<file path="config.mk">
export PLATFORM = sky130hd
export DESIGN_NAME = pwm_duty_rx
export DESIGN_NICKNAME = d
export VERILOG_FILES = /design/src/rtl/pwm_duty_rx.sv
export SDC_FILE = /design/constraint.sdc
export NUM_CORES = 1
export LEC_CHECK = 0
export ABC_CLOCK_PERIOD_IN_PS = 4600
export CAP_MARGIN = 5
export CORE_MARGIN = 2
export CORE_UTILIZATION = 25
export CTS_CLUSTER_SIZE = 40
export DETAILED_ROUTE_END_ITERATION = 10
export PLACE_DENSITY = 0.47
export SLEW_MARGIN = 20
export SYNTH_ARGS = -nofsm -noshare
export SYNTH_HDL_FRONTEND = slang
export SYNTH_SLANG_ARGS = --single-unit
</file>
<file path="constraint.sdc">
create_clock -name OSC_50_B8A -period 4.6 [get_ports OSC_50_B8A]
set_input_delay 1.38 -clock OSC_50_B8A [delete_from_list [all_inputs] [get_ports OSC_50_B8A]]
set_output_delay 1.38 -clock OSC_50_B8A [all_outputs]
set_load 0.05 [all_outputs]
</file>
<file path="src/rtl/pwm_duty_rx.sv">
`default_nettype none
// ============================================================================
// Module   : pwm_duty_rx
// Purpose  : Receive end of the HSMC differential PWM link. Measures the
//            period and high time of each PWM frame and recovers the 4-bit
//            duty code as floor(16*H/P) using a 5-step restoring divider.
// Revision : 1.0 - initial release
// ============================================================================
module pwm_duty_rx #(
  parameter int CYCLE     = 30000000,
  parameter int CNT_W     = 26,
  parameter int TOL       = 64,
  parameter int TIMEOUT   = 2*CYCLE,
  parameter int FAULT_CYC = 16
) (
  input  logic       OSC_50_B8A,
  input  logic       RESET_n,
  input  logic       HSMC_RX_p,
  input  logic       HSMC_RX_n,
  output logic [3:0] duty_code,
  output logic       duty_valid,
  output logic       code_strobe,
  output logic       line_fault,
  output logic [3:0] LED
);

  // --------------------------------------------------------------------------
  // Constants
  // --------------------------------------------------------------------------
  localparam int P_NOM = CYCLE + 1;
  localparam int P_LO  = (P_NOM > TOL) ? (P_NOM - TOL) : 0;
  localparam int P_HI  = P_NOM + TOL;
  localparam int CW1   = CNT_W + 1;
  localparam int DIV_W = CNT_W + 4;
  localparam int FLT_W = $clog2(FAULT_CYC + 1);

  localparam logic [CNT_W-1:0] C_TIMEOUT   = CNT_W'(TIMEOUT);
  localparam logic [CW1-1:0]   C_P_LO      = CW1'(P_LO);
  localparam logic [CW1-1:0]   C_P_HI      = CW1'(P_HI);
  localparam logic [FLT_W-1:0] C_FAULT_CYC = FLT_W'(FAULT_CYC);

  typedef enum logic [1:0] {
    HUNT    = 2'd0,
    MEASURE = 2'd1,
    DIVIDE  = 2'd2
  } state_t;

  // --------------------------------------------------------------------------
  // Clock / reset aliases
  // --------------------------------------------------------------------------
  logic clk;
  logic rst_n;
  assign clk   = OSC_50_B8A;
  assign rst_n = RESET_n;

  // --------------------------------------------------------------------------
  // Signals
  // --------------------------------------------------------------------------
  logic [1:0]       sync_p_q, sync_p_d;
  logic [1:0]       sync_n_q, sync_n_d;
  logic             d_q, d_d;
  logic             d_prev_q, d_prev_d;
  logic [FLT_W-1:0] inv_cnt_q, inv_cnt_d;
  logic             line_fault_q, line_fault_d;

  logic [CNT_W-1:0] period_q, period_d;
  logic [CNT_W-1:0] high_q, high_d;

  state_t           state_q, state_d;
  logic [CNT_W-1:0] p_lat_q, p_lat_d;
  logic [DIV_W-1:0] rem_q, rem_d;
  logic [4:0]       quot_q, quot_d;
  logic [2:0]       bit_q, bit_d;
  logic [3:0]       duty_code_q, duty_code_d;
  logic             duty_valid_q, duty_valid_d;
  logic             code_strobe_q, code_strobe_d;

  logic             rise;
  logic             period_ok;
  logic             high_ok;
  logic [DIV_W-1:0] trial;

  // --------------------------------------------------------------------------
  // Synchronizers and differential decode (hold d on p=n, count invalid run)
  // --------------------------------------------------------------------------
  always_comb begin
    sync_p_d     = {sync_p_q[0], HSMC_RX_p};
    sync_n_d     = {sync_n_q[0], HSMC_RX_n};
    d_prev_d     = d_q;
    d_d          = d_q;
    inv_cnt_d    = inv_cnt_q;
    line_fault_d = line_fault_q;
    if (sync_p_q[1] ^ sync_n_q[1]) begin
      // A valid differential sample: take its level and clear the fault state.
      d_d          = sync_p_q[1];
      inv_cnt_d    = '0;
      line_fault_d = 1'b0;
    end else begin
      if (inv_cnt_q != C_FAULT_CYC) begin
        inv_cnt_d = inv_cnt_q + FLT_W'(1);
      end
      if (inv_cnt_d == C_FAULT_CYC) begin
        line_fault_d = 1'b1;
      end
    end
  end

  // Register the synchronizer chain and the decoded line state.
  always_ff @(posedge clk or negedge rst_n) begin
    if (!rst_n) begin
      sync_p_q     <= '0;
      sync_n_q     <= '0;
      d_q          <= 1'b0;
      d_prev_q     <= 1'b0;
      inv_cnt_q    <= '0;
      line_fault_q <= 1'b0;
    end else begin
      sync_p_q     <= sync_p_d;
      sync_n_q     <= sync_n_d;
      d_q          <= d_d;
      d_prev_q     <= d_prev_d;
      inv_cnt_q    <= inv_cnt_d;
      line_fault_q <= line_fault_d;
    end
  end

  assign rise = d_q & ~d_prev_q;

  // --------------------------------------------------------------------------
  // Period and high-time counters; both restart at 1 on every rising edge
  // --------------------------------------------------------------------------
  always_comb begin
    period_d = period_q;
    high_d   = high_q;
    if (rise) begin
      period_d = CNT_W'(1);
      high_d   = CNT_W'(1);
    end else begin
      if (period_q != C_TIMEOUT) begin
        period_d = period_q + CNT_W'(1);
      end
      // High count saturates rather than wrapping on a stuck-high line.
      if (d_q && (high_q != {CNT_W{1'b1}})) begin
        high_d = high_q + CNT_W'(1);
      end
    end
  end

  // Register the frame counters.
  always_ff @(posedge clk or negedge rst_n) begin
    if (!rst_n) begin
      period_q <= '0;
      high_q   <= '0;
    end else begin
      period_q <= period_d;
      high_q   <= high_d;
    end
  end

  // --------------------------------------------------------------------------
  // Frame acceptance: period within tolerance and high time shorter than period
  // --------------------------------------------------------------------------
  assign period_ok = ({1'b0, period_q} >= C_P_LO) && ({1'b0, period_q} <= C_P_HI);
  assign high_ok   = (high_q < period_q);

  // Divisor aligned to the quotient bit being resolved this cycle.
  assign trial = {4'b0000, p_lat_q} << bit_q;

  // --------------------------------------------------------------------------
  // FSM next-state, divider datapath and output registers
  // --------------------------------------------------------------------------
  always_comb begin
    state_d       = state_q;
    p_lat_d       = p_lat_q;
    rem_d         = rem_q;
    quot_d        = quot_q;
    bit_d         = bit_q;
    duty_code_d   = duty_code_q;
    duty_valid_d  = duty_valid_q;
    code_strobe_d = 1'b0;

    case (state_q)
      HUNT: begin
        // The first edge only starts the counters.
        if (rise) begin
          state_d = MEASURE;
        end
      end

      MEASURE: begin
        if (rise) begin
          if (period_ok && high_ok) begin
            p_lat_d = period_q;
            rem_d   = {high_q, 4'b0000};
            quot_d  = '0;
            bit_d   = 3'd4;
            state_d = DIVIDE;
          end
          // A rejected frame leaves the outputs untouched.
        end else if (period_d == C_TIMEOUT) begin
          duty_valid_d = 1'b0;
          state_d      = HUNT;
        end
      end

      DIVIDE: begin
        // One restoring step per cycle, MSB first; edges here are ignored.
        if (rem_q >= trial) begin
          rem_d  = rem_q - trial;
          quot_d = quot_q | (5'd1 << bit_q);
        end
        if (bit_q == 3'd0) begin
          duty_code_d   = quot_d[4] ? 4'hF : quot_d[3:0];
          duty_valid_d  = 1'b1;
          code_strobe_d = 1'b1;
          state_d       = MEASURE;
        end else begin
          bit_d = bit_q - 3'd1;
        end
      end

      default: begin
        state_d = HUNT;
      end
    endcase

    // A persistent invalid line overrides everything and restarts acquisition.
    if (line_fault_d) begin
      state_d       = HUNT;
      duty_valid_d  = 1'b0;
      code_strobe_d = 1'b0;
    end
  end

  // Register FSM state, divider state and the outputs.
  always_ff @(posedge clk or negedge rst_n) begin
    if (!rst_n) begin
      state_q       <= HUNT;
      p_lat_q       <= '0;
      rem_q         <= '0;
      quot_q        <= '0;
      bit_q         <= '0;
      duty_code_q   <= '0;
      duty_valid_q  <= 1'b0;
      code_strobe_q <= 1'b0;
    end else begin
      state_q       <= state_d;
      p_lat_q       <= p_lat_d;
      rem_q         <= rem_d;
      quot_q        <= quot_d;
      bit_q         <= bit_d;
      duty_code_q   <= duty_code_d;
      duty_valid_q  <= duty_valid_d;
      code_strobe_q <= code_strobe_d;
    end
  end

  // --------------------------------------------------------------------------
  // Outputs
  // --------------------------------------------------------------------------
  assign duty_code   = duty_code_q;
  assign duty_valid  = duty_valid_q;
  assign code_strobe = code_strobe_q;
  assign line_fault  = line_fault_q;
  assign LED         = duty_valid_q ? duty_code_q : 4'b0000;

endmodule
`default_nettype wire
</file>
# Word level (Yosys, flattened, before mapping)
# Cells that the tools add are included.
# classes
mux	39
shifts	2
n_div	0
eq_ne	17
n_bitwise	4
n_lt_le_gt_ge	4
add_sub_neg	5
n_reduce_logical	15
n_mul	0
# ops
op	count
$mux 26	4
$mux 30	3
$pmux 30 s2	1
$add 26x1->26 const B	2
$ne 26x26->1 const B	2
$mux 5	7
$ge 30x30->1	1
$shl 26x3->30	1
$sub 30x30->30	1
$eq 26x26->1 const B	1
$ge 26x25->1 const B	1
$le 26x25->1 const B	1
$lt 26x26->1	1
$reduce_and 4->1	4
$mux 2	6
$ne 3x3->1 const B	4
$pmux 5 s2	1
$mux 1	9
$mux 3	3
$mux 4	2
$ne 2x2->1 const B	4
$ne 4x4->1 const B	2
$pmux 2 s3	1
$pmux 3 s2	1
19 further kinds	23
# word_totals
elab_cells	102
out_inout_bits	11
in_bits	4
n_memories	0
ff_bits	136
latch_bits	0
romBits	0
ramBits	0

# Logic depth before layout (Yosys ltp)
# logic_depth
word_depth	8
mapped_depth	17
ltp_nobuf	14

# Least setup slack after synthesis
# Ideal clock, no wire load.
# synth_timing
path_type	register to register
startpoint	register bit_q[1]
endpoint	register duty_code_q[1], in the netlist duty_code[1]
path_slack_ns	0.459
arrival_ns	3.996
required_ns	4.455
path_stages_with_launch	16
setup_time_ns	0.145
period_less_slack_ns	4.141
n_path_buf	3
path_cell_list	dfrtp_1 -> clkbuf_1 -> buf_1 -> clkbuf_1 -> mux4_2 -> mux2i_1 -> ha_1 -> or2_2 -> a21o_1 -> a221o_1 -> a2111oi_0 -> o31ai_1 -> a21oi_2 -> inv_1 -> a311oi_1 -> a21oi_1
# synth_between
elab_chain_len	5
elab_cells_between_ends	9
cone_classes	order compare (1); shift (2); mux (3); bitwise (1); reduce/logical (2)
# synth_rtl
element	line_no	rtl
from (decl)	73	logic [2:0] bit_q, bit_d;
from (signal assigned)	251	bit_q <= bit_d;
$shl 26x3->30 or $shl 1x3->5 (tied branches)	167, 210	
$ge 30x30->1 or $or 5x5->5 (tied branches)	208, 210	
$mux 5	208	if (rem_q >= trial) begin
$mux 5	182	case (state_q)
$mux 4	213	duty_code_d = quot_d[4] ? 4'hF : quot_d[3:0];
to (signal assigned)	252	duty_code_q <= duty_code_d;
to (decl)	74	logic [3:0] duty_code_q, duty_code_d;
# Several ways; a longest one is shown, not always the timed one. The select of a mux whose other input is x is not followed.
# A chain may end at the register's enable or synchronous reset.

# Final worst setup path
# layout_timing
startpoint	register bit_q[0]
endpoint	register rem_q[2]
# layout_between
elab_chain_len	4
elab_cells_between_ends	7
cone_classes	add/sub (1); order compare (1); eq/ne (1); shift (1); mux (2); reduce/logical (1)
# layout_rtl
element	line_no	rtl
$shl 26x3->30 (*)	167	assign trial = {4'b0000, p_lat_q} << bit_q;
$sub 30x30->30 or $ge 30x30->1 (tied branches)	209, 208	
$mux 30 or $ne 2x2->1 (tied branches)	-	
$pmux 30 s2 or $reduce_and 4->1 (tied branches)	-	
to (signal assigned)	249	rem_q <= rem_d;
to (decl)	71	logic [DIV_W-1:0] rem_q, rem_d;
# Every way passes the cells marked *; elsewhere a longest branch is shown, timed or not. The select of a mux whose other input is x is not followed.

==> impl_summary.md <==
Clocking
The later pin in the worst-skew pair is clocked with a latency of 0.43 ns. The count of hold-fix buffers inserted at cts is 0. The maximum clock insertion buffer count is 2. The clock net sink count is roughly 140. The H-tree generated during clock tree synthesis spans 4 levels. After clock tree synthesis, the clock-pin slew on the worst setup and hold paths is 0.06 ns. The number of clock buffers inserted by TritonCTS is 17. The cell sitting at the root of the clock tree is a sky130_fd_sc_hd__clkbuf_16. The CTS tree is built.

Placement
Routability-driven placement finished with a final weighted congestion of 0.8604. The detailed placer's ending HPWL is a little under 20 mm. The count of buffers added on input and output ports is 14.

Cells and area
The final-layout fill cell count is 4096. Summing all multi-input logic gate instances after layout gives 5719 sq um. At the end of the flow, the number of nets in the layout was between 1000 and 1500. Relative to the synthesized area, the layout overhead comes to 14.51%.

The utilization after layout is between 20% and 30%. The count of antenna diodes in the layout is 0. The total area of sequential cells is between 3000 and 4000 sq um.

The fraction of final layout cells with drive strength greater than 1 is 9.568%.

Logic synthesis
Counting flops and latches in the post-synthesis netlist gives 136. Sorting the synthesized cells by area gives the leading types as sky130_fd_sc_hd__dfrtp_1 (36%), sky130_fd_sc_hd__ha_1 (8.7%), sky130_fd_sc_hd__nor2_1 (5.2%). Counting flops with an async set or reset pin after synthesis yields a share of 100.0%.

The area of the mapped netlist is 9474 sq um. sky130_fd_sc_hd__dfrtp_1 takes more of the synthesized area than any other cell. The cell count after synthesis is 1048. When the netlist entered floorplanning its net count stood at about 1100.

The most instantiated flip-flop cell in the synthesis netlist is sky130_fd_sc_hd__dfrtp_1. The proportion of netlist area held by the largest area contributor is 35.92%. The Yosys step of the flow raised 0 warnings. The sequential element share of the synthesized area is 35.92%. The number of enable-type register cells in the synthesized netlist is 0. The distinct cell type count after synthesis is 70. The average cell area after synthesis is between 9 and 10 sq um.

Timing
Of the available clock period, the critical path in the final layout requires 91.39%. The total of endpoints with negative setup slack in the final report is 0. The worst setup skew after layout is 0.009118 ns. The final max-slew violation count was 0.

Measured against its own limit, the worst slew margin works out to 39.84%. For the pin with the worst max-slew slack, the measured transition is between 0.9 and 1 ns. The accumulated negative setup slack is 0 ns.

Setup repair after global routing left no endpoint under its margin. The achievable clock frequency is 237.9 MHz. The final hold violation count was 0. Counting I/O delays and the setup requirement, the final critical path takes 4.204 ns.

Flow run
The max-cap violation count is 0.

Pwr
VDD sags by at most ~0.22 mV. In this run the power density over the cells is between 200 and 300 nW/um^2. The analysis attributes to cell leakage a power of approximately 4.8 nW.

Floorplanning
The count of boundary I/O pins is 15. The placement row count is 71. From bottom edge to top edge, the die measures 198.7 microns. The floorplan die area is 39470 sq um. The floorplan step set the die width to around 200 microns. The initial standard-cell utilization of the core is 25.27%. The core region is 37490 sq um.

Detailed routing
The remaining antenna violation count after routing is 0. After detailed routing, the average wire length per cell comes to 16.94 microns. Using the TritonRoute via totals, the vias-per-cell ratio works out to just under 5. Detailed routing inserted a total of ~7800 vias. The first detailed-routing pass ran for 5 iterations. The residual DRC count is 0.

The count of routing violations after the opening detailed-route iteration is 601. The total length of routed wires is around 27 mm.

Worst setup path
Along the worst path, the maximum fanout reaches between 40 and 50. The capturing element type of the critical path is a register. The worst setup path category is register to register. The first element of the critical path is bit_q[0]. The worst endpoint required time is 4.90 ns. Data arrives at the worst endpoint at 4.50 ns. The startpoint identified for the worst register-to-register timing path is bit_q[0]. The worst setup path is launched from a register.

Global routing
The met3 demand-to-capacity share in global routing is 1.763%. The met1 usage in global routing is 19.00%. The first global-routing pass estimated 43.39 mm of wire. Entering global routing, the biggest net connects 90 pins. The combined global-route utilization of all metal layers is about 14%. The initial antenna violation count is 0.

For this run, global-route usage on met2 was measured as 23.18%. The overflow left after global routing is 0. The number of global-route vias before repair is 7769. met2 is the most crowded layer.

Status
The run finished with clean final reports.

Hold path
The startpoint identified for the worst hold timing path is sync_n_q[0]. The worst hold path belongs to the class register to register.
==> power breakdown <==
part / internal, mW / switching, mW
clock: 0.865 / 0.600
sequential: 1.23 / 0.0883
combinational: 0.127 / 0.195
==> Yosys cell counts (17+ instances only) <==
cell type                  number
sky130_fd_sc_hd__dfrtp_1      136
sky130_fd_sc_hd__nor2_1       130
sky130_fd_sc_hd__nand2_1       82
sky130_fd_sc_hd__a21oi_1       74
sky130_fd_sc_hd__ha_1          66
sky130_fd_sc_hd__inv_1         46
sky130_fd_sc_hd__xnor2_1       42
sky130_fd_sc_hd__o21ai_0       40
sky130_fd_sc_hd__mux2i_1       37
sky130_fd_sc_hd__nand3_1       29
sky130_fd_sc_hd__clkbuf_1      28
sky130_fd_sc_hd__nand4_1       24
sky130_fd_sc_hd__xor2_1        24
sky130_fd_sc_hd__nor3_1        22
sky130_fd_sc_hd__a31oi_1       21
sky130_fd_sc_hd__nor2b_1       21
sky130_fd_sc_hd__and3_1        18
sky130_fd_sc_hd__mux4_2        17
==> kinds of logic (layout without fill, tap and decap cells) <==
family	count (synthesis)	after routing	share of synthesized area [%]
compound gates	215	215	14.50
xor+xnor	66	66	6.101
fa+ha+maj	67	67	8.928
buf+inv	91	109	3.936
flops	136	136	35.92
mux	63	63	9.020
simple gates	410	410	21.59
==> final cells by class <==
cell class | instances | share of cell area, %
multi-input combinational | 821 | 52.72
sequential | 136 | 31.37
tap | 511 | 5.893
clock buffer | 17 | 3.921
timing repair buffer | 29 | 2.687
clock inverter | 15 | 1.753
inverter | 48 | 1.661
==> worst max-delay path: stages (launching register included) <==
cell and delay [ns]:
sky130_fd_sc_hd__dfrtp_1 0.37, sky130_fd_sc_hd__buf_12 0.23, sky130_fd_sc_hd__mux4_2 0.55, sky130_fd_sc_hd__o21ai_0 0.27, sky130_fd_sc_hd__ha_1 0.36, sky130_fd_sc_hd__a21o_1 0.25, sky130_fd_sc_hd__a31o_2 0.24, sky130_fd_sc_hd__a221o_1 0.37
sky130_fd_sc_hd__a2111oi_2 0.37, sky130_fd_sc_hd__o31ai_1 0.14, sky130_fd_sc_hd__a21oi_2 0.27, sky130_fd_sc_hd__o21bai_4 0.18, sky130_fd_sc_hd__buf_12 0.24, sky130_fd_sc_hd__nand3_1 0.09, sky130_fd_sc_hd__o21ai_0 0.10
==> per-stage QoR <==
stage                     cell area, sq um  instances  setup slack, ns  power (mW)  hold slack (ns)
after floorplan                       9474       1048           0.4593       1.538           0.3312
after global placement               10230       1545           0.2811       1.666           0.3353
after detailed placement             10230       1545           0.1749       1.669           0.3484
after CTS                            10840       1577           0.1584       3.143           0.3617
after global routing                 10850       1577          0.09262       3.242           0.3752
final                                10850       1577           0.3962       3.110           0.3624
==> layout by cell type, fill, tap and decap left out, types with 7 or more instances in the layout <==
master                            instances
sky130_fd_sc_hd__and3_1                  18
sky130_fd_sc_hd__o21ai_0                 40
sky130_fd_sc_hd__nor2b_1                 19
sky130_fd_sc_hd__nand3_1                 29
sky130_fd_sc_hd__buf_4                   12
sky130_fd_sc_hd__xnor2_1                 42
sky130_fd_sc_hd__ha_1                    66
sky130_fd_sc_hd__nand2_1                 82
sky130_fd_sc_hd__a211oi_1                 8
sky130_fd_sc_hd__dfrtp_1                136
sky130_fd_sc_hd__nor4_1                  10
sky130_fd_sc_hd__nand4_1                 24
sky130_fd_sc_hd__inv_1                   46
sky130_fd_sc_hd__mux2_2                   9
sky130_fd_sc_hd__and2_1                  13
sky130_fd_sc_hd__nand2b_1                 7
sky130_fd_sc_hd__and4_1                   7
sky130_fd_sc_hd__or2_2                   13
sky130_fd_sc_hd__xor2_1                  24
sky130_fd_sc_hd__a21oi_1                 74
sky130_fd_sc_hd__or3_1                   14
sky130_fd_sc_hd__clkdlybuf4s50_1         13
sky130_fd_sc_hd__clkbuf_16               17
sky130_fd_sc_hd__a31oi_1                 21
sky130_fd_sc_hd__mux2i_1                 37
sky130_fd_sc_hd__nor2_1                 130
sky130_fd_sc_hd__mux4_2                  17
sky130_fd_sc_hd__nor3_1                  22
sky130_fd_sc_hd__a21o_1                  15
==> path summary, 6_finish.rpt <==
| kind | endpoint | slack (ns) | cells after the start |
|---|---|---|---|
| min in group asynchronous | sync_n_q[0] | 1.04 | 1 |
| max in group asynchronous | rem_q[1] | 2.80 | 2 |
| worst min register to register | sync_n_q[1] | 0.36 | 0 |
| worst max register to register | rem_q[2] | 0.40 | 14 |
| worst min-delay path | sync_n_q[1] | 0.36 | 0 |
| worst max-delay path | rem_q[2] | 0.40 | 14 |
==> metal layers <==
| metal | wire length, microns | vias to the layer above |
|---|---|---|
| met5 | 0 | - |
| met1 | 12840 | 3880 |
| met4 | 601 | 0 |
| li1 | - | 3780 |
| met2 | 12560 | 136 |
| met3 | 722 | 30 |
==> registers in the layout, summed over array words and instances, names as in the netlist, 3 cells and up <==
signal     count
rem_q         30
high_q        26
p_lat_q       26
period_q      26
inv_cnt_q      5
quot_q         5
duty_code      4
bit_q          3
==> what timing repair did <==
action                                  4_1_cts  5_1_grt
endpoints found under the setup margin        0       27
hold endpoints to repair                      0        0
setup buffers                                 0        0
resized for setup                             0        2
Note: power is estimated with default switching activity, not from simulation.
